===== config.mk =====
export PLATFORM = sky130hd
export DESIGN_NAME = bounce_motion_ctrl
export DESIGN_NICKNAME = d
export VERILOG_FILES = /design/src/rtl/bounce_motion_ctrl.sv
export SDC_FILE = /design/constraint.sdc
export NUM_CORES = 1
export LEC_CHECK = 0
export BUFFER_PORTS_ARGS = -buffer_cell sky130_fd_sc_hd__clkbuf_2
export CAP_MARGIN = 40
export CORE_UTILIZATION = 39
export DETAILED_ROUTE_END_ITERATION = 16
export GPL_ROUTABILITY_DRIVEN = 0
export PLACE_DENSITY_LB_ADDON = 0.05
export REMOVE_ABC_BUFFERS = 1
export SLEW_MARGIN = 20
export SYNTH_ARGS = -nofsm -noshare
export SYNTH_HDL_FRONTEND = slang
export SYNTH_SLANG_ARGS = --single-unit

===== constraint.sdc =====
create_clock -name clk -period 8.6 [get_ports clk]
set_clock_uncertainty 0.2 [all_clocks]
set_input_delay 1.29 -clock clk [delete_from_list [all_inputs] [get_ports clk]]
set_output_delay 1.29 -clock clk [all_outputs]
set_load 0.02 [all_outputs]

===== src/rtl/bounce_motion_ctrl.sv =====
// bounce_motion_ctrl: per-frame bouncing-box sequencer that steps x then y, reflects at screen edges and cycles colour.
// The new position and colour are committed together, so the renderer never sees a half-updated box.
module bounce_motion_ctrl #(
    parameter int SCREEN_WIDTH  = 640,
    parameter int SCREEN_HEIGHT = 480,
    parameter int BOX_WIDTH     = 100,
    parameter int BOX_HEIGHT    = 100,
    parameter int INIT_X        = 50,
    parameter int INIT_Y        = 50,
    parameter int INIT_XV       = 2,
    parameter int INIT_YV       = 1
) (
    input  logic                             clk,
    input  logic                             rst_n,
    input  logic                             frame_tick,
    input  logic                             enable,
    input  logic                             cfg_load,
    input  logic [3:0]                       speed_x,
    input  logic [3:0]                       speed_y,
    output logic [$clog2(SCREEN_WIDTH)-1:0]  box_x,
    output logic [$clog2(SCREEN_HEIGHT)-1:0] box_y,
    output logic [2:0]                       color,
    output logic                             busy,
    output logic                             update_done,
    output logic [15:0]                      bounce_count,
    output logic                             overrun
);
    localparam int XW = $clog2(SCREEN_WIDTH);
    localparam int YW = $clog2(SCREEN_HEIGHT);
    localparam logic [XW:0] MAX_X = (XW+1)'(SCREEN_WIDTH - BOX_WIDTH);
    localparam logic [YW:0] MAX_Y = (YW+1)'(SCREEN_HEIGHT - BOX_HEIGHT);

    typedef enum logic [1:0] {IDLE, MOVE_X, MOVE_Y, COMMIT} state_t;
    state_t r_state, w_next;

    logic [XW-1:0] r_sx;
    logic [YW-1:0] r_sy;
    logic          r_dir_x, r_dir_y, r_hit_x, r_hit_y;
    logic [3:0]    r_mag_x, r_mag_y, r_pend_x, r_pend_y;
    logic          r_pend_vld;
    logic [XW:0]   w_tx;
    logic [YW:0]   w_ty;
    logic          w_hit_x, w_hit_y;
    logic [XW-1:0] w_nx;
    logic [YW-1:0] w_ny;

    // Zero magnitude never reports a hit, so a parked box keeps its direction.
    assign w_tx    = {1'b0, box_x} + (XW+1)'(r_mag_x);
    assign w_ty    = {1'b0, box_y} + (YW+1)'(r_mag_y);
    assign w_hit_x = (r_mag_x != 4'd0) && (r_dir_x ? (w_tx >= MAX_X) : (box_x <= XW'(r_mag_x)));
    assign w_hit_y = (r_mag_y != 4'd0) && (r_dir_y ? (w_ty >= MAX_Y) : (box_y <= YW'(r_mag_y)));
    assign w_nx    = r_dir_x ? (w_hit_x ? MAX_X[XW-1:0] : w_tx[XW-1:0]) : (w_hit_x ? '0 : box_x - XW'(r_mag_x));
    assign w_ny    = r_dir_y ? (w_hit_y ? MAX_Y[YW-1:0] : w_ty[YW-1:0]) : (w_hit_y ? '0 : box_y - YW'(r_mag_y));

    always_ff @(posedge clk or negedge rst_n) begin
        if (!rst_n) r_state <= IDLE;
        else        r_state <= w_next;
    end

    always_comb begin
        w_next = r_state;
        case (r_state)
            IDLE:    w_next = (frame_tick && enable) ? MOVE_X : IDLE;
            MOVE_X:  w_next = MOVE_Y;
            MOVE_Y:  w_next = COMMIT;
            default: w_next = IDLE;
        endcase
    end

    always_ff @(posedge clk or negedge rst_n) begin
        if (!rst_n) begin
            box_x        <= XW'(INIT_X);
            box_y        <= YW'(INIT_Y);
            r_sx         <= XW'(INIT_X);
            r_sy         <= YW'(INIT_Y);
            r_dir_x      <= 1'b1;
            r_dir_y      <= 1'b1;
            r_hit_x      <= 1'b0;
            r_hit_y      <= 1'b0;
            r_mag_x      <= 4'(INIT_XV);
            r_mag_y      <= 4'(INIT_YV);
            r_pend_x     <= 4'd0;
            r_pend_y     <= 4'd0;
            r_pend_vld   <= 1'b0;
            color        <= 3'b111;
            busy         <= 1'b0;
            update_done  <= 1'b0;
            bounce_count <= 16'd0;
            overrun      <= 1'b0;
        end else begin
            busy        <= (w_next != IDLE);
            update_done <= (r_state == COMMIT);
            overrun     <= overrun | (frame_tick && enable && r_state != IDLE);
            if (r_state == IDLE && cfg_load) begin
                r_mag_x <= speed_x;
                r_mag_y <= speed_y;
            end
            if ((r_state == MOVE_X || r_state == MOVE_Y) && cfg_load) begin
                r_pend_x   <= speed_x;
                r_pend_y   <= speed_y;
                r_pend_vld <= 1'b1;
            end
            if (r_state == MOVE_X) begin
                r_sx    <= w_nx;
                r_hit_x <= w_hit_x;
                r_dir_x <= r_dir_x ^ w_hit_x;
            end
            if (r_state == MOVE_Y) begin
                r_sy    <= w_ny;
                r_hit_y <= w_hit_y;
                r_dir_y <= r_dir_y ^ w_hit_y;
            end
            if (r_state == COMMIT) begin
                box_x      <= r_sx;
                box_y      <= r_sy;
                r_pend_vld <= 1'b0;
                r_mag_x    <= cfg_load ? speed_x : (r_pend_vld ? r_pend_x : r_mag_x);
                r_mag_y    <= cfg_load ? speed_y : (r_pend_vld ? r_pend_y : r_mag_y);
                if (r_hit_x || r_hit_y) begin
                    color        <= (color == 3'd7) ? 3'd1 : color + 3'd1;
                    bounce_count <= (bounce_count == 16'hFFFF) ? bounce_count : bounce_count + 16'd1;
                end
            end
        end
    end
endmodule


### Word-level counts from Yosys, hierarchy flattened

Cells that the tools add are included.

* register bits after elaboration: 83
* latch bits: 0
* memory bits (writable): 0
* memory bits (read-only): 0
* input bits: 13
* output and inout port bits: 41
* word-level logic and storage cells: 78
* memories: 0

* add/sub/neg operators: 6
* multiply operators: 0
* divide/modulo/power cells: 0
* order comparisons: 4
* equal/unequal tests: 6
* shift operators: 0
* muxes and demuxes: 21
* bitwise logic cells: 4
* reduce and logical (&&, ||, !) cells: 18

Operators with widths (number)
* $mux 4: 8
* $mux 10: 3
* $mux 9: 3
* $add 16x1->16 const B: 1
* $eq 16x16->1 const B: 1
* $add 10x4->11: 1
* $ge 11x10->1 const B: 1
* $add 9x4->10: 1
* $ge 10x9->1 const B: 1
* $le 10x4->1: 1
* $sub 10x4->10: 1
* $le 9x4->1: 1
* $sub 9x4->9: 1
* $reduce_bool 2->1: 4
* $reduce_bool 4->1: 2
* $logic_and 1x1->1: 6
* $pmux 2 s3: 1
* $mux 1: 5
* $eq 2x2->1 const B: 2
* $reduce_and 2->1: 2
* $add 3x1->3 const B: 1
* $eq 3x3->1 const B: 1
* $mux 3: 1
* $ne 3x3->1 const B: 1
* other kinds (7): 9

### Depth between registers and ports, before layout

* depth in word-level cells: 6
* gate-level depth with buffers: 11

### Least setup slack after synthesis

OpenSTA, ideal clock, no wires.

* path kind: register to register
* from: register box_x[0]
* to: register r_sx[2]
* setup time: 0.124 ns
* arrival: 2.533 ns
* data required time: 8.276 ns
* setup slack: 5.743 ns
* stages on the path, launching flop included: 10
* buffers on the path: 0
* clock period less this slack: 2.857 ns
* cell sequence: dfrtp_1 > ha_1 > fa_1 > nor2b_1 > o311a_1 > nand2_1 > a32oi_1 > o31ai_2 > a21oi_4 > o31a_1

* longest elaborated chain between the ends: 6
* elaborated cells between the ends (all ways): 9
* classes of those cells: 2 x add/sub; 2 x order compare; 4 x mux; 1 x reduce/logical

Ends and longest elaborated chain
* start, declared: line 20 `output logic [$clog2(SCREEN_WIDTH)-1:0] box_x,`
* start signal, assigned: line 72 `box_x <= XW'(INIT_X);`
* start signal, assigned: line 114 `box_x <= r_sx;`
* $add 10x4->11: line 48 `assign w_tx = {1'b0, box_x} + (XW+1)'(r_mag_x);`
* $ge 11x10->1: line 50 `assign w_hit_x = (r_mag_x != 4'd0) && (r_dir_x ? (w_tx >= MAX_X) : (box_x <= XW'(r_mag_x)));`
* $mux 1: line 50
* $logic_and 1x1->1: line 50
* $mux 10: line 52 `assign w_nx = r_dir_x ? (w_hit_x ? MAX_X[XW-1:0] : w_tx[XW-1:0]) : (w_hit_x ? '0 : box_x - XW'(r_mag_x));`
* $mux 10 (*): line 52
* end signal, assigned: line 74 `r_sx <= XW'(INIT_X);`
* end signal, assigned: line 104 `r_sx <= w_nx;`
* end, declared: line 36 `logic [XW-1:0] r_sx;`

Every way passes the cells marked *; elsewhere a longest branch is shown, timed or not.
A chain may end at the register's enable or synchronous reset.

### Worst setup path in the final report

* from: register r_mag_x[0]
* to: register r_sx[3]

* longest elaborated chain between the ends: 6
* elaborated cells between the ends (all ways): 10
* classes of those cells: 2 x add/sub; 2 x order compare; 4 x mux; 2 x reduce/logical

Ends and longest elaborated chain
* start, declared: line 39 `logic [3:0] r_mag_x, r_mag_y, r_pend_x, r_pend_y;`
* start signal, assigned: line 80 `r_mag_x <= 4'(INIT_XV);`
* start signal, assigned: line 95 `r_mag_x <= speed_x;`
* start signal, assigned: line 117 `r_mag_x <= cfg_load ? speed_x : (r_pend_vld ? r_pend_x : r_mag_x);`
* $add 10x4->11: line 48
* $ge 11x10->1: line 50
* $mux 1: line 50
* $logic_and 1x1->1: line 50
* $mux 10: line 52
* $mux 10 (*): line 52

Marks and branches as above.

==> impl_metrics.py <==
metrics = {
    "floorplan": {
        "die_height_um": 113.9,
        "ios": 54,
        "die_w_um": 113.9,
        "initial_core_util_pct": 40.34,
        "core_um2": 12110,
        "row_count": 40,
        "dieArea_um2": 12980,
    },
    "placed_design": {
        "port_buffers": 53,
        "placed_cells": 680,
        "hpwl_mm": 8.009,
    },
    "global_route": {
        "grtUsageTotal_pct": 18.35,
        "grt_pass1_wl_mm": 18.28,
        "grt_overflow": 0,
        "antenna_found_initial": 0,
        "grt_max_degree": 62,
        "grt_pass1_vias": 3566,
    },
    "clock_tree": {
        "path_clk_slew_ps": 60,
        "cts-root-buf": "clkbuf_16",
        "cts_tree": "built",
        "cts.htree.levels": 3,
        "cts_buffer_depth": 2,
        "clk_latency_ps": 340,
        "hold_buffers": 0,
        "numCtsBuffers": 9,
        "ctsResizeCount": 0,
        "cts_setup_buffers": 0,
        "cts_sinks": 83,
    },
    "layout": {
        "instances_no_fill": 697,
        "fillers": 1231,
        "area_growth_pct": 14.96,
        "fin_util_pct": 46.37,
        "n_antenna_cell": 0,
        "drive_above_1_share_pct": 25.71,
        "nets": 564,
    },
    "power": {
        "worst_ir_drop_vdd_uv": 170.9,
        "leakage_nw": 2.497,
        "p_per_area_nw_per_um2": 397.9,
    },
    "setup_path": {
        "cp-start-kind": "register",
        "cp-end-kind": "register",
        "cp_max_fo": 10,
        "path_class": "register to register",
        "rrSetupSlack_ps": 5590,
        "rr_worst_depth": 9,
        "cp_data_required_time_ps": 8620,
        "cp_data_arrival_time_ps": 3030,
        "timing.rr.end": "r_sx[3]",
        "r2r_start": "r_mag_x[0]",
    },
    "routing": {
        "viasPerCell": 5.197,
        "drt-total-wl_mm": 10.94,
        "dr.pass1.iters": 4,
        "route.detailed.drc": 0,
        "num_vias": 3622,
        "ant_nets": 0,
        "drt_iter0_markers": 175,
        "routedWlPerCell_um": 15.69,
    },
    "worst_hold_path": {
        "min-delay-start": "r_sx[5]",
        "worstHoldPathType": "register to register",
        "min_path_cells": 2,
        "hold_end": "r_sx[5]",
    },
    "logic_synthesis": {
        "ys_types": 70,
        "synth.area.top_cells": "dfrtp_1 33%, dfstp_2 10%, mux2_2 6.5%",
        "yosysMostFrequentCell": "dfrtp_1",
        "synth_top_area_cell": "dfrtp_1",
        "synth_top_area_share_pct": 32.78,
        "ys_top_cells_by_count": "64 x dfrtp_1, 42 x nand2_1, 30 x inv_1",
        "yosysWarnings": 0,
        "synth_area_um2": 4886,
        "synth.yosys.seq_area_share_pct": 43.00,
        "syn_inst": 479,
        "synth-async-reset-ratio_pct": 100.0,
        "post_synth.cell_area_avg_um2": 10.20,
        "synth_top_flop_cell": "dfrtp_1",
        "ys_ff_latch": 83,
        "synth_edf_count": 0,
    },
    "sta": {
        "clock.fmax_mhz": 332.6,
        "fin_crit_sh_pct": 34.96,
        "min_period_ps": 3006,
        "tightest_slew_ps": 753.1,
        "finalSetupViolCount": 0,
        "rsz0062_at_grt": "no",
        "hold_viol": 0,
        "finalMaxSlewViolations": 0,
        "finalSetupTns_ps": 0,
        "relSlewSlack_pct": 49.79,
    },
    "job": {
        "max_cap_viol_count": 0,
    },
    "outcome": {
        "status": "finished clean",
    },
}
==> worst max-delay path: stages (launching register included) <==
cell and delay (ps):
dfrtp_1 430, ha_1 230, fa_1 440, nor2b_1 180, o311a_1 360, nand2_1 110, a32oi_1 70, o31ai_2 380
a21oi_4 170, o31a_1 320
==> flip-flops by register name, summed over array words and instances, names as in the netlist, 3 cells and up <==
| name | flops |
|---|---|
| bounce_count | 16 |
| box_x | 10 |
| box_y | 9 |
| color | 3 |
| r_mag_x | 4 |
| r_mag_y | 4 |
| r_pend_x | 4 |
| r_pend_y | 4 |
| r_sx | 10 |
| r_sy | 9 |
==> per-stage QoR <==
step	power, mW	area (um^2)	setup WS [ps]	hold slack (ps)
finish	2.235	5617	5594	276.5
global route	2.420	5617	5426	300.8
CTS	2.256	5589	5581	277.5
detailed placement	1.853	5285	5595	265.0
global placement	1.846	5278	5656	264.0
floorplan	1.537	4785	5733	242.9
==> cells in the final DEF, fill, tap and decap left out, types with 19 or more instances in the layout <==
master	instances
o21ai_0	26
nor2_1	26
a21oi_1	19
clkbuf_2	52
dfrtp_1	64
ha_1	23
nand2_1	42
mux2_2	28
dfstp_2	19
inv_1	30
xnor2_1	29
==> cell type report <==
class,count,area (um^2),share of cell area (%)
inverters,31,116.4,2.072
multi-input cells,342,2567,45.71
clock inverters,5,61.31,1.092
clock buffers,11,242.7,4.322
well taps,168,210.2,3.742
flip-flops and latches,83,2101,37.40
repair buffers,57,317.8,5.658
==> how the worst max path moves through the flow <==
stage	startpoint	to	slack, ps	cells past startpoint
final	r_mag_x[0]	r_sx[3]	5590	9
after CTS	r_mag_x[0]	r_sx[3]	5580	9
after global placement	r_mag_x[0]	r_sx[2]	5660	9
after detailed placement	r_mag_x[0]	r_sx[3]	5600	9
after global routing	r_mag_x[0]	r_sx[2]	5430	9
after floorplan	box_x[0]	r_sx[2]	5730	9
==> report_power, final <==
group	switching, mW	total (mW)	internal (mW)	leakage (nW)
Combinational	0.638	1.11	0.475	1.34
Clock	0.159	0.393	0.234	0.138
Sequential	0.167	0.729	0.561	1.02
==> logic make-up (layout without fill, tap and decap cells) <==
kind of cell             Yosys count  after routing  synth area share, %
AO/OA/AOI/OAI                    111            111                16.06
XOR/XNOR                          36             36                6.453
adder cells (fa/ha/maj)           27             27                7.529
buffers and inverters             54            104                4.456
flip-flops                        83             83                43.00
multiplexers                      39             39                8.707
AND/OR/NAND/NOR                  129            129                13.80
==> metal layers <==
layer	vias up	global-route usage, %	wire, um
li1	1782	-	-
met1	1762	25.22	5451
met2	66	28.44	4991
met3	12	3.932	326
met4	0	6.753	167
met5	-	0	0
Note: power is estimated with default switching activity, not from simulation.
